--- config.mk ---
export PLATFORM = sky130hd
export DESIGN_NAME = ls_mem_responder
export DESIGN_NICKNAME = d
export VERILOG_FILES = /design/src/rtl/ls_mem_responder.sv
export SDC_FILE = /design/constraint.sdc
export NUM_CORES = 1
export LEC_CHECK = 0
export CAP_MARGIN = 20
export CORE_ASPECT_RATIO = 1.1
export CORE_UTILIZATION = 40
export CTS_CLUSTER_SIZE = 20
export DETAILED_ROUTE_END_ITERATION = 10
export GPL_ROUTABILITY_DRIVEN = 0
export PLACE_DENSITY_LB_ADDON = 0.05
export SLEW_MARGIN = 20
export SYNTH_ARGS = -nofsm -noshare
export SYNTH_HDL_FRONTEND = slang
export SYNTH_SLANG_ARGS = --single-unit
--- constraint.sdc ---
create_clock -name clk -period 3.2 [get_ports clk]
set_input_delay 0.64 -clock clk [delete_from_list [all_inputs] [get_ports clk]]
set_output_delay 0.64 -clock clk [all_outputs]
set_load 0.01 [all_outputs]
--- src/rtl/ls_mem_responder.sv ---
// Memory-side responder for the load/store queue: serialises one word/half/byte
// request at a time into byte accesses on an 8-bit synchronous RAM bus.
module ls_mem_responder #(
   parameter int unsigned           ADDR_WIDTH = 32,
   parameter int unsigned           DATA_WIDTH = 32,
   parameter logic [ADDR_WIDTH-1:0] IO_BASE    = ADDR_WIDTH'(32'h30000)
) (
   input  logic                  clk,
   input  logic                  rst,
   input  logic                  in_ena,
   input  logic                  in_iswrite,
   input  logic [1:0]            in_size,
   input  logic [ADDR_WIDTH-1:0] in_addr,
   input  logic [DATA_WIDTH-1:0] in_write_data,
   output logic                  out_ready,
   output logic [DATA_WIDTH-1:0] out_read_data,
   output logic                  out_busy,
   output logic [ADDR_WIDTH-1:0] out_ram_addr,
   output logic                  out_ram_wr,
   output logic [7:0]            out_ram_dout,
   input  logic [7:0]            in_ram_din,
   input  logic                  in_io_buffer_full
);

   typedef enum logic [1:0] {IDLE, READ, WRITE} state_t;

   state_t                state_q, state_d;
   logic [2:0]            cnt_q, cnt_d;
   logic [ADDR_WIDTH-1:0] addr_q, addr_d;
   logic [DATA_WIDTH-1:0] data_q, data_d;
   logic [1:0]            size_q, size_d;
   logic [DATA_WIDTH-1:0] res_q, res_d;
   logic                  ready_q, ready_d;
   logic [DATA_WIDTH-1:0] rdata_q, rdata_d;
   logic                  busy_q, busy_d;
   logic [ADDR_WIDTH-1:0] ram_addr_q, ram_addr_d;
   logic                  ram_wr_q, ram_wr_d;
   logic [7:0]            ram_dout_q, ram_dout_d;

   logic [2:0]            nbytes;
   logic [1:0]            rd_idx;
   logic [1:0]            wr_idx;
   logic                  io_stall;

   assign nbytes   = (size_q == 2'd0) ? 3'd1 : (size_q == 2'd1) ? 3'd2 : 3'd4;
   assign rd_idx   = 2'(cnt_q - 3'd1);
   assign wr_idx   = cnt_q[1:0];
   assign io_stall = (addr_q >= IO_BASE) && in_io_buffer_full;

   always_comb begin
      state_d    = state_q;
      cnt_d      = cnt_q;
      addr_d     = addr_q;
      data_d     = data_q;
      size_d     = size_q;
      res_d      = res_q;
      ready_d    = 1'b0;
      rdata_d    = '0;
      busy_d     = busy_q;
      ram_addr_d = '0;
      ram_wr_d   = 1'b0;
      ram_dout_d = '0;

      unique case (state_q)
         IDLE: begin
            if (in_ena) begin
               addr_d     = in_addr;
               data_d     = in_write_data;
               size_d     = in_size;
               res_d      = '0;
               busy_d     = 1'b1;
               ram_addr_d = in_addr;
               cnt_d      = 3'd1;
               if (in_iswrite) begin
                  state_d = WRITE;
                  // Stall check uses the incoming address: nothing is latched yet.
                  if ((in_addr >= IO_BASE) && in_io_buffer_full) begin
                     cnt_d = 3'd0;
                  end else begin
                     ram_wr_d   = 1'b1;
                     ram_dout_d = in_write_data[7:0];
                  end
               end else begin
                  state_d = READ;
               end
            end
         end

         READ: begin
            res_d[{rd_idx, 3'b000} +: 8] = in_ram_din;
            if (cnt_q >= nbytes) begin
               ready_d = 1'b1;
               rdata_d = res_d;
               busy_d  = 1'b0;
               cnt_d   = 3'd0;
               state_d = IDLE;
            end else begin
               ram_addr_d = addr_q + ADDR_WIDTH'(cnt_q);
               cnt_d      = cnt_q + 3'd1;
            end
         end

         WRITE: begin
            if (cnt_q >= nbytes) begin
               ready_d = 1'b1;
               busy_d  = 1'b0;
               cnt_d   = 3'd0;
               state_d = IDLE;
            end else begin
               ram_addr_d = addr_q + ADDR_WIDTH'(cnt_q);
               if (!io_stall) begin
                  ram_wr_d   = 1'b1;
                  ram_dout_d = data_q[{wr_idx, 3'b000} +: 8];
                  cnt_d      = cnt_q + 3'd1;
               end
            end
         end

         default: state_d = IDLE;
      endcase
   end

   always_ff @(posedge clk or negedge rst) begin
      if (!rst) begin
         state_q    <= IDLE;
         cnt_q      <= '0;
         addr_q     <= '0;
         data_q     <= '0;
         size_q     <= '0;
         res_q      <= '0;
         ready_q    <= 1'b0;
         rdata_q    <= '0;
         busy_q     <= 1'b0;
         ram_addr_q <= '0;
         ram_wr_q   <= 1'b0;
         ram_dout_q <= '0;
      end else begin
         state_q    <= state_d;
         cnt_q      <= cnt_d;
         addr_q     <= addr_d;
         data_q     <= data_d;
         size_q     <= size_d;
         res_q      <= res_d;
         ready_q    <= ready_d;
         rdata_q    <= rdata_d;
         busy_q     <= busy_d;
         ram_addr_q <= ram_addr_d;
         ram_wr_q   <= ram_wr_d;
         ram_dout_q <= ram_dout_d;
      end
   end

   assign out_ready     = ready_q;
   assign out_read_data = rdata_q;
   assign out_busy      = busy_q;
   assign out_ram_addr  = ram_addr_q;
   assign out_ram_wr    = ram_wr_q;
   assign out_ram_dout  = ram_dout_q;

endmodule

==> metrics <==
Clk pin slew, worst setup/hold paths 70 ps; top_reg_cell synth dfrtp_1; largest area contributor in the netlist dfrtp_1; most numerous cell in the Yosys netlist nand2_1; Starting Density 41.10%; leakage power 4.801 nW; RSZ-0062 raised after global routing false; maximum clock rate 416.6 MHz; Synth Area per Inst 9.503 um2; first-pass GRT wire length 34410 um; Worst Path Required 3500 ps; total power 8.442 mW; maximum clock path buffer count 2; setup_tns 0 ps; via count 6487; gr usage total 20.87%; crit-path max cell delay 490 ps; Comb power frac 35.0%; Synth Area in XOR/XNOR 3.101%; Worst-Skew Late Latency 420 ps; FP Rows 54; vias in the first global route 6397; Area Overhead vs Synth 30.37%; Seq/Total Area, Yosys 54.38%; Hold-fix buffers, CTS 0; final slew viol count 0; Arrival @ worst endpoint 2700 ps; CTS tree done; number of post-CTS setup repair buffers 0; port bufs 153; WS Path Type reg -> reg; Synth Register Bits 178; worst slew pin tran 671.8 ps; die footprint 21060 um2; Post-Synthesis Cells 862; Yosys top cell area share 54.38%; Sw Ratio 35.77%; Die Y 152.1 um; Peak VDD IR 0.4989 mV; CP max-delay cell dfrtp_1; worst r2r src cnt_q[0]; met3 Use GR 3.530%; design area 10680 um2; length of the first detailed-routing pass in iterations 8; Internal 5.423 mW; CTS Buf Count 17; drt wl/cell 16.36 um; routing usage on met1 28.93%; Die Width 138.4 um; Root Buffer clkbuf_16; via density per instance 5.068; Core Box Area 19930 um2; largest family of logic cells by synthesized area simple AND/OR/NAND/NOR gates; largest net degree at the start of global routing 64; synth top area cells dfrtp_1 (54%), nand2_1 (11%), nor2b_1 (3.1%); period utilization 75.02%; Post-synth EDFFs 0; Worst setup SP type flop; antenna-violating nets left 0; share of cells above drive strength 1 7.198%; Mapped Nets 957; crit path cell chain ha_1 -> inv_1 -> fa_1 -> nor2b_1 -> o2111ai_1 -> buf_4 -> nor4_1 -> xnor2_1 -> o21ai_0; placed cell area 10070 um2; Max Cap Viol 0; Hold Crit Class in -> async; mapped cell area 8192 um2; # DRC 24; mux contribution to synthesized area 2.199%; # IOs 154; Sw Pwr 3.020 mW; Synth Area in Compound Gates 13.36%; met2 Usage GRT 33.48%; Yosys cell types 48; crit path from cnt_q[0]; Power Dens Cells 790.6 nW/um2; share of flip-flops with an asynchronous set or reset 100.0%; violated checks design-rule violations; Nets 1111; min cycle time layout 2401 ps; Sink Count 178; GR peak layer met2; Clock Power Share 25.6%; CP Capture Type flop; # setup viols final 0; post-detailed-placement half-perimeter wirelength 14550 um; total wire length 20940 um; clk_skew 9.990 ps; simple-gate area share of the yosys netlist 21.34%; Flop pwr share 39.4%; Critical path buffers and inverters 2; Max-Slew Margin vs Limit 55.22%; antenna cell count 0; Syn. warnings 0; R2R Setup Slk 800 ps; CP delay by family, top adder cells; worst-path fanout max 11; status complete, but fails checks; synth cell count leaders nand2_1 (242), dfrtp_1 (178), o21ai_0 (50); Worst Hold Slack 185.2 ps; H-tree depth 4; initial antenna violation count 0; post-CTS sizing 0; DRT iter0 DRCs 454; final hold violation count 0; GRT Residual Overflow 0; Adder-Cell Fraction of Synth Area 2.536%
==> worst paths after layout <==
check                      cells past startpoint               end
max                                            9  out_ram_addr[30]
min                                            1  out_ram_addr[19]
max reg2reg                                    9  out_ram_addr[30]
max in group asynchronous                      2         data_q[6]
min in group clk                               2        data_q[17]
min reg2reg                                    2        data_q[17]
==> state kept, by name (all words and copies together) (netlist names) <==
name / count
size_q: 2
out_read_data: 32
out_ram_wr: 1
res_q: 32
out_ram_dout: 8
out_ready: 1
addr_q: 32
data_q: 32
out_ram_addr: 32
out_busy: 1
state_q: 2
cnt_q: 3
==> area by class of cell <==
cell class                 count  area (um2)
timing repair buffer         176        1718
fill                        1851        9253
clock buffer                  19       452.9
tap                          252       315.3
sequential                   178        4454
clock inverter                12       152.6
multi-input combinational    617        3488
inverter                      26       97.59
==> cells by family (layout without fill, tap and decap cells) <==
| family | Yosys count | count (layout) |
|---|---|---|
| buf+inv | 67 | 233 |
| fa+ha+maj | 16 | 16 |
| simple gates | 392 | 392 |
| compound gates | 172 | 172 |
| xor+xnor | 29 | 29 |
| flops | 178 | 178 |
| mux | 8 | 8 |
==> power by group through the flow <==
stage,clock (mW),sequential (mW),combinational (mW)
final,2.16,3.33,2.96
after floorplan,0,3.33,1.79
after global placement,0,3.37,2.96
after CTS,2.21,3.33,3.00
after global routing,2.30,3.41,3.30
after detailed placement,0,3.36,2.98
==> metal layers <==
| metal | up-vias | wire, um |
|---|---|---|
| li1 | 3189 | - |
| met1 | 3133 | 9846 |
| met3 | 16 | 770 |
| met4 | 0 | 314 |
| met5 | - | 0 |
| met2 | 149 | 10010 |
==> cell usage in the layout, fill, tap and decap left out, types with 2 or more instances in the layout <==
master           count
buf_4               22
nor2b_1             41
nand3_1              9
nand2b_1            10
clkbuf_8             2
clkbuf_16           17
clkdlybuf4s50_1    152
o21a_1               4
o21ai_1              3
mux4_2               8
nor2_1              48
a22o_1              23
bufinv_16            3
xnor2_1             28
o21bai_1            23
clkinv_2             4
dfrtp_1            178
o22ai_1             11
nor4_1              10
nand2_1            241
and3_1               6
inv_6                4
or4_4                2
o21ai_0             50
o31ai_1              2
and4_1               3
ha_1                15
and2_1               2
nor3_1               8
a21oi_1             47
inv_1               26
==> per-stage QoR <==
stage	util, %	instances	setup WS [ps]
floorplan	-	862	779.3
global placement	50.54	1249	661.7
detailed placement	50.54	1249	644.1
CTS	53.58	1280	793.3
global route	53.58	1280	569.9
finish	53.58	1280	799.4
(Power assumes the default switching activity.)
